[config.mk]
export PLATFORM = sky130hd
export DESIGN_NAME = fp_mul_special_pipe
export DESIGN_NICKNAME = d
export VERILOG_FILES = /design/src/rtl/fp_mul_pkg.sv /design/src/rtl/fp_mul_special_pipe_classifier.sv /design/src/rtl/fp_mul_special_pipe.sv
export SDC_FILE = /design/constraint.sdc
export NUM_CORES = 1
export LEC_CHECK = 0
export ABC_AREA = 1
export ABC_CLOCK_PERIOD_IN_PS = 3400
export CORE_ASPECT_RATIO = 0.6
export CORE_UTILIZATION = 45
export CTS_CLUSTER_DIAMETER = 100
export CTS_CLUSTER_SIZE = 14
export DETAILED_ROUTE_END_ITERATION = 16
export PLACE_DENSITY_LB_ADDON = 0.05
export RECOVER_POWER = 50
export SYNTH_ARGS = -nofsm -noshare
export SYNTH_HDL_FRONTEND = slang
export SYNTH_SLANG_ARGS = --single-unit
[constraint.sdc]
create_clock -name i_clk -period 3.4 [get_ports i_clk]
set_input_delay 0.68 -clock i_clk [delete_from_list [all_inputs] [get_ports i_clk]]
set_output_delay 0.68 -clock i_clk [all_outputs]
set_load 0.05 [all_outputs]
[src/rtl/fp_mul_pkg.sv]
// Shared class/status bit positions and special-value builders for the FP multiplier.
// Builders return a 64-bit value that callers truncate to their operand width.
package fp_mul_pkg;

  localparam int CLS_ZERO   = 0;
  localparam int CLS_NORM   = 1;
  localparam int CLS_DENORM = 2;
  localparam int CLS_INF    = 3;
  localparam int CLS_NAN    = 4;

  localparam int ST_INV  = 0;
  localparam int ST_ZERO = 1;
  localparam int ST_INF  = 2;
  localparam int ST_NAN  = 3;

  function automatic logic [63:0] qnan_canon(input int exp_w, input int mant_w);
    return (((64'd1 << exp_w) - 64'd1) << mant_w) | (64'd1 << (mant_w - 1));
  endfunction

  function automatic logic [63:0] inf_of(input logic sign, input int exp_w, input int mant_w);
    return ({63'd0, sign} << (exp_w + mant_w)) | (((64'd1 << exp_w) - 64'd1) << mant_w);
  endfunction

  function automatic logic [63:0] zero_of(input logic sign, input int exp_w, input int mant_w);
    return {63'd0, sign} << (exp_w + mant_w);
  endfunction

endpackage

[src/rtl/fp_mul_special_pipe_classifier.sv]
// Combinational operand classifier: exponent/fraction fields -> one-hot class and sNaN.
// The sign bit is irrelevant to classification, so only exp/mant are passed in.
module fp_operand_classifier
  import fp_mul_pkg::*;
#(
  parameter int EXP_WIDTH  = 8,
  parameter int MANT_WIDTH = 23
) (
  input  logic [EXP_WIDTH+MANT_WIDTH-1:0] i_exp_mant,
  output logic [4:0]                      o_class,
  output logic                            o_is_snan
);

  logic [EXP_WIDTH-1:0]  w_exp;
  logic [MANT_WIDTH-1:0] w_mant;
  logic                  w_exp_ones;
  logic                  w_exp_zero;
  logic                  w_mant_zero;

  assign w_exp       = i_exp_mant[EXP_WIDTH+MANT_WIDTH-1:MANT_WIDTH];
  assign w_mant      = i_exp_mant[MANT_WIDTH-1:0];
  assign w_exp_ones  = &w_exp;
  assign w_exp_zero  = ~|w_exp;
  assign w_mant_zero = ~|w_mant;

  assign o_class[CLS_NAN]    = w_exp_ones & ~w_mant_zero;
  assign o_class[CLS_INF]    = w_exp_ones &  w_mant_zero;
  assign o_class[CLS_DENORM] = w_exp_zero & ~w_mant_zero;
  assign o_class[CLS_ZERO]   = w_exp_zero &  w_mant_zero;
  assign o_class[CLS_NORM]   = ~w_exp_ones & ~w_exp_zero;

  // Quiet bit clear on a NaN marks it as signalling.
  assign o_is_snan = o_class[CLS_NAN] & ~w_mant[MANT_WIDTH-1];

endmodule

[src/rtl/fp_mul_special_pipe.sv]
// Special-case stage of the FP multiplier: classifies operands, resolves NaN/Inf/zero
// products into a registered handshaked result, and keeps sticky flags and a special count.
module fp_mul_special_pipe
  import fp_mul_pkg::*;
#(
  parameter int IS_DOUBLE  = 0,
  parameter int EXP_WIDTH  = IS_DOUBLE ? 11 : 8,
  parameter int MANT_WIDTH = IS_DOUBLE ? 52 : 23,
  parameter int CNT_WIDTH  = 16
) (
  input  logic                          i_clk,
  input  logic                          i_rst,
  input  logic                          i_in_valid,
  output logic                          o_in_ready,
  input  logic [EXP_WIDTH+MANT_WIDTH:0] i_op1,
  input  logic [EXP_WIDTH+MANT_WIDTH:0] i_op2,
  output logic                          o_out_valid,
  input  logic                          i_out_ready,
  output logic                          o_out_is_special,
  output logic [EXP_WIDTH+MANT_WIDTH:0] o_out_result,
  output logic                          o_out_sign,
  output logic [3:0]                    o_out_status,
  output logic [4:0]                    o_out_op1_class,
  output logic [4:0]                    o_out_op2_class,
  input  logic                          i_flags_clr,
  output logic                          o_flag_invalid,
  output logic                          o_flag_denormal,
  output logic [CNT_WIDTH-1:0]          o_special_count
);

  localparam int W = EXP_WIDTH + MANT_WIDTH + 1;

  logic [4:0]           w_c1, w_c2;
  logic                 w_snan1, w_snan2;
  logic                 w_sign, w_accept, w_special, w_denorm;
  logic [3:0]           w_status;
  logic [W-1:0]         w_result, w_nan_src, w_qnan, w_inf, w_zero;
  logic [CNT_WIDTH-1:0] w_cnt_base;

  logic                 r_out_valid, r_out_is_special, r_out_sign;
  logic [W-1:0]         r_out_result;
  logic [3:0]           r_out_status;
  logic [4:0]           r_out_op1_class, r_out_op2_class;
  logic                 r_flag_invalid, r_flag_denormal;
  logic [CNT_WIDTH-1:0] r_special_count;

  fp_operand_classifier #(.EXP_WIDTH(EXP_WIDTH), .MANT_WIDTH(MANT_WIDTH)) u_cls_op1 (
    .i_exp_mant(i_op1[W-2:0]), .o_class(w_c1), .o_is_snan(w_snan1)
  );
  fp_operand_classifier #(.EXP_WIDTH(EXP_WIDTH), .MANT_WIDTH(MANT_WIDTH)) u_cls_op2 (
    .i_exp_mant(i_op2[W-2:0]), .o_class(w_c2), .o_is_snan(w_snan2)
  );

  assign w_sign    = i_op1[W-1] ^ i_op2[W-1];
  assign w_qnan    = W'(qnan_canon(EXP_WIDTH, MANT_WIDTH));
  assign w_inf     = W'(inf_of(w_sign, EXP_WIDTH, MANT_WIDTH));
  assign w_zero    = W'(zero_of(w_sign, EXP_WIDTH, MANT_WIDTH));
  assign w_nan_src = w_c1[CLS_NAN] ? i_op1 : i_op2;

  always_comb begin
    w_status = '0;
    w_result = '0;
    if (w_c1[CLS_NAN] | w_c2[CLS_NAN]) begin
      w_status[ST_NAN]       = 1'b1;
      w_status[ST_INV]       = w_snan1 | w_snan2;
      w_result               = w_nan_src;
      w_result[MANT_WIDTH-1] = 1'b1;
    end else if ((w_c1[CLS_INF] & w_c2[CLS_ZERO]) | (w_c1[CLS_ZERO] & w_c2[CLS_INF])) begin
      w_status[ST_NAN] = 1'b1;
      w_status[ST_INV] = 1'b1;
      w_result         = w_qnan;
    end else if (w_c1[CLS_INF] | w_c2[CLS_INF]) begin
      w_status[ST_INF] = 1'b1;
      w_result         = w_inf;
    end else if (w_c1[CLS_ZERO] | w_c2[CLS_ZERO]) begin
      w_status[ST_ZERO] = 1'b1;
      w_result          = w_zero;
    end
  end

  assign w_special  = |w_status[3:1];
  assign w_denorm   = w_c1[CLS_DENORM] | w_c2[CLS_DENORM];
  assign o_in_ready = ~r_out_valid | i_out_ready;
  assign w_accept   = i_in_valid & o_in_ready;
  // A clear in the same cycle as an accept wipes history first, then the new event counts.
  assign w_cnt_base = i_flags_clr ? '0 : r_special_count;

  always_ff @(posedge i_clk or posedge i_rst) begin
    if (i_rst) begin
      r_out_valid      <= 1'b0;
      r_out_is_special <= 1'b0;
      r_out_result     <= '0;
      r_out_sign       <= 1'b0;
      r_out_status     <= '0;
      r_out_op1_class  <= '0;
      r_out_op2_class  <= '0;
    end else if (w_accept) begin
      r_out_valid      <= 1'b1;
      r_out_is_special <= w_special;
      r_out_result     <= w_result;
      r_out_sign       <= w_sign;
      r_out_status     <= w_status;
      r_out_op1_class  <= w_c1;
      r_out_op2_class  <= w_c2;
    end else if (i_out_ready) begin
      r_out_valid <= 1'b0;
    end
  end

  always_ff @(posedge i_clk or posedge i_rst) begin
    if (i_rst) begin
      r_flag_invalid  <= 1'b0;
      r_flag_denormal <= 1'b0;
      r_special_count <= '0;
    end else if (i_flags_clr | w_accept) begin
      r_flag_invalid  <= (~i_flags_clr & r_flag_invalid)  | (w_accept & w_status[ST_INV]);
      r_flag_denormal <= (~i_flags_clr & r_flag_denormal) | (w_accept & w_denorm);
      if (w_accept & w_special & ~&w_cnt_base)
        r_special_count <= w_cnt_base + CNT_WIDTH'(1);
      else
        r_special_count <= w_cnt_base;
    end
  end

  assign o_out_valid      = r_out_valid;
  assign o_out_is_special = r_out_is_special;
  assign o_out_result     = r_out_result;
  assign o_out_sign       = r_out_sign;
  assign o_out_status     = r_out_status;
  assign o_out_op1_class  = r_out_op1_class;
  assign o_out_op2_class  = r_out_op2_class;
  assign o_flag_invalid   = r_flag_invalid;
  assign o_flag_denormal  = r_flag_denormal;
  assign o_special_count  = r_special_count;

endmodule
* Yosys cells after proc, flatten, opt, wreduce, memory -nomap -nowiden
Index checks and enable logic that the tools add are counted.
** Operators by class
- Add/subtract/negate cells :: 1
- Mux-type cells :: 17
- Bitwise gates (word level) :: 38
- Reductions and logical operators :: 14
** Operators by type and width (count)
- $mux 32 :: 5
- $reduce_or 23->1 :: 2
- $mux 16 :: 2
- $and 1x1->1 :: 21
- $add 16x1->16 const B :: 1
- $reduce_and 16->1 :: 1
- $reduce_and 8->1 :: 2
- $reduce_or 8->1 :: 2
- $or 1x1->1 :: 10
- $mux 1 :: 8
- $not 1->1 :: 6
- $logic_not 1->1 :: 5
- $mux 2 :: 2
- $reduce_or 3->1 :: 1
- $reduce_bool 2->1 :: 1
- $xor 1x1->1 :: 1
** Storage, ports and cells
- Flip-flop bits (word level) :: 67
- Input bits :: 69
- Logic and storage cells :: 80

* Longest topological paths before layout
- Depth in word-level cells :: 12
- Mapped depth :: 14

* By module
Synthesis repeated with hierarchy kept, for this count alone.
** Unflattened totals
- Cells, all modules :: 504
- Area, all modules :: 3763.6 sq um
** Modules (own cells, without submodules)
- fp_mul_special_pipe :: instances 1, cells an instance 424, area each 3415.8 sq um
- fp_operand_classifier :: instances 2, cells an instance 40, area each 173.9 sq um

* Worst setup path after synthesis
OpenSTA, ideal clock, no wires.
- Kind :: in2reg
- From :: input i_flags_clr
- To :: register r_special_count[3], in the netlist o_special_count[3]
- Setup time :: 0.117 ns
- Data arrival time :: 2.371 ns
- Data required time :: 3.283 ns
- Path slack :: 0.912 ns
- Stages :: 12
- Cell sequence :: buf_6 -> clkbuf_1 -> nor2_1 -> ha_1 -> nand3_2 -> inv_2 -> nand2_2 -> nor3_4 -> nand4_4 -> buf_2 -> nand3_1 -> nand2_1
** On the way
- Longest elaborated chain between the ends :: 5
** RTL lines
- from (decl) :: line fp_mul_special_pipe.sv:25 : input logic i_flags_clr,
- branches (longest 5 deep; another with $add 16x1->16)
- to (signal assigned) :: line fp_mul_special_pipe.sv:119 : r_special_count <= w_cnt_base + CNT_WIDTH'(1);
- to (signal assigned) :: line fp_mul_special_pipe.sv:121 : r_special_count <= w_cnt_base;
- to (decl) :: line fp_mul_special_pipe.sv:45 : logic [CNT_WIDTH-1:0] r_special_count;
Parallel ways; which one is timed is not known.
A chain may end at the register's enable or synchronous reset.

* Worst setup path in the final report
- From :: input i_flags_clr
- To :: register r_special_count[7], in the netlist o_special_count[7]
Same word-level chain as after synthesis.

==> results.py <==
metrics = {
    "placed_design": {
        "hpwl_um": 8468,
        "port_buffers": 136,
        "post-place-ws_ns": 0.2417,
        "place.gp.congestion": 0.8811,
    },
    "drt": {
        "wl_met1_um": 5419,
        "routed.top_layer": "met4",
        "routed_wl_um": 10970,
        "first_pass_iters": 5,
        "avgViaCountPerCell": 5.112,
        "num_vias": 3757,
        "drt-initial-drc-count": 326,
        "route.met2.wl_um": 4308,
        "drcViolationCount": 0,
        "route.met3.wl_um": 1153,
        "drt-wirelength-per-cell_um": 14.93,
        "ant_nets": 0,
    },
    "final_layout": {
        "seq_area_um2": 1652,
        "final_common_cell": "nand2_1",
        "multiInputGateArea_um2": 1785,
        "nets": 694,
        "final_cell_mix": "174 x nand2_1, 122 x clkdlybuf4s50_1, 66 x dfrtp_1",
        "n_antenna_cell": 0,
        "utilization": 0.6851,
        "nFillCells": 665,
        "drive_gt1_frac": 0.07974,
        "area_delta_synth_final_pct": 46.24,
    },
    "min_path": {
        "hp-class": "reg2reg",
    },
    "floorplan": {
        "num_io_pins": 137,
        "die_w_um": 119.2,
        "start_util": 0.4685,
        "die_area_um2": 8617,
        "die_y_um": 72.31,
        "core.rowCount": 25,
        "coreArea_um2": 7914,
    },
    "pwr": {
        "total_power_w": 0.001973,
        "leakage_nw": 2.660,
        "p_per_area_nw_per_um2": 363.9,
        "ir_drop_uv": 275.0,
    },
    "worst_setup_path": {
        "end_kind": "flop",
        "cp-start-kind": "primary input",
        "arrival_ns": 3.11,
        "path_max_fanout": 17,
        "crit_type": "in2reg",
        "cp.required_ns": 3.66,
    },
    "synth": {
        "yosys_warnings": 0,
        "synth_area_um2": 3707,
        "yosys.area.top_type": "dfrtp_1",
        "yosysSeqAreaShare": 0.4455,
        "postSynthCellCount": 492,
        "synth_top_area_frac": 0.4455,
        "ys_top_cells_by_area": "dfrtp_1 45%, nand2_1 18%, nor2_1 5.9%",
        "avgSynthCellArea_um2": 7.535,
        "synth.distinct_cells": 35,
        "syn_nets": 562,
        "synth-seq-cells": 66,
    },
    "sta": {
        "setup_tns_ns": 0,
        "worst_pin_slew_ns": 1.117,
        "hold_viol_final": 0,
        "slew_viol_final": 0,
        "layout_setup_ws_ns": 0.5507,
        "finalSetupViolCount": 0,
        "skew_ns": 0.003264,
        "fin_crit_sh": 0.8380,
        "rsz0062_at_grt": "no",
        "slew_headroom": 0.2545,
        "fmax_mhz": 351.0,
        "period_needed_ns": 2.849,
    },
    "clocking": {
        "cts_max_level": 3,
        "clk_pin_slew_ns": 0.05,
        "cts_tree": "yes",
        "cts_resized": 0,
        "clock_latency_ns": 0.32,
        "cts_buffer_depth": 2,
        "cts_buffers": 9,
        "cts_root_buffer": "clkbuf_16",
        "ctsHoldBuffers": 0,
        "clock_sinks": 66,
        "post_cts_buffers": 0,
    },
    "global_route": {
        "gr-total-overflow": 0,
        "grtUsageTotal": 0.2695,
        "grt_pass1_wl_um": 17640,
        "grt_max_degree": 45,
        "grt_pass1_vias": 3466,
        "grt_antenna_before_repair": 0,
    },
    "flow_run": {
        "drv_cap": 0,
    },
    "outcome": {
        "status": "finished clean",
    },
}
## routing by layer
metal | track usage | vias up
met3 | 0.08962 | 11
met1 | 0.4108 | 1749
met4 | 0.07173 | 0
li1 | - | 1827
met2 | 0.3592 | 170
met5 | 0 | -
## critical path: stages
cell and delay (ns):
clkdlybuf4s50_1 0.51, nor2_1 0.36, ha_1 0.34, nand3_2 0.15
inv_2 0.10, nand2_2 0.08, nor3_4 0.15, nand4_4 0.29
nand2_4 0.31, nand2_1 0.09, nand2_1 0.07
## power breakdown
group	total (W)	internal, W	switching [W]
Clock	0.000911	0.000596	0.000315
Sequential	0.000807	0.000799	0.00000775
Combinational	0.000255	0.000112	0.000143
## logic make-up (layout without fill, tap and decap cells)
logic type | after synthesis | count (layout) | synth area share
DFF | 66 | 66 | 0.4455
and+or+nand+nor | 301 | 301 | 0.3696
buffers and inverters | 64 | 199 | 0.07222
AOI/OAI and AO/OA | 46 | 46 | 0.07594
muxes | 1 | 1 | 0.002700
xor gates and xnor gates | 13 | 13 | 0.03071
adders and majority gates | 1 | 1 | 0.003374
## metrics by stage
stage / cell area [µm²] / hold WS [ns] / cells
4_1_cts: 5444 / 0.4812 / 735
2_1_floorplan: 3707 / 0.7557 / 492
3_3_place_gp: 5151 / 0.4627 / 721
3_5_place_dp: 5151 / 0.4669 / 721
6_report: 5421 / 0.4734 / 735
5_1_grt: 5421 / 0.4975 / 735
## worst paths after layout
| check | slack [ns] | endpoint | startpoint | depth (start not counted) |
|---|---|---|---|---|
| min reg2reg | 0.47 | o_out_result[24] | o_out_result[24] | 2 |
| min in group asynchronous | 1.09 | o_special_count[0] | i_rst | 2 |
| max in group asynchronous | 0.86 | o_out_op1_class[0] | i_rst | 3 |
| max reg2reg | 1.03 | o_special_count[7] | o_special_count[0] | 11 |
| max | 0.55 | o_special_count[7] | i_flags_clr | 11 |
| min | 0.47 | o_out_result[24] | o_out_result[24] | 2 |
## Yosys cell counts (all sizes together)
cell type,count
mux2i,1
nand3,31
buf,13
nor3,3
nor4,3
o21ai,29
a21oi,2
dfrtp,66
xnor2,7
nor2,71
ha,1
xor2,6
o22ai,1
clkinv,2
inv,43
a22o,12
nand4,12
clkbuf,6
nand2,181
o31ai,2
## area by class of cell
class | instances | area share
multi-input cells | 362 | 0.3293
flip-flops and latches | 66 | 0.3046
well taps | 108 | 0.02493
clock inverters | 3 | 0.007385
inverters | 45 | 0.03139
repair buffers | 140 | 0.2557
clock buffers | 11 | 0.04662
## flip-flops by register name (all words and copies together) (netlist names)
name / cells
o_special_count: 16
o_out_is_special: 1
o_out_valid: 1
o_out_op1_class: 5
o_flag_invalid: 1
o_out_result: 31
o_flag_denormal: 1
o_out_op2_class: 5
o_out_status: 4
o_out_sign: 1
No activity file was read; power rests on OpenSTA's default activity.
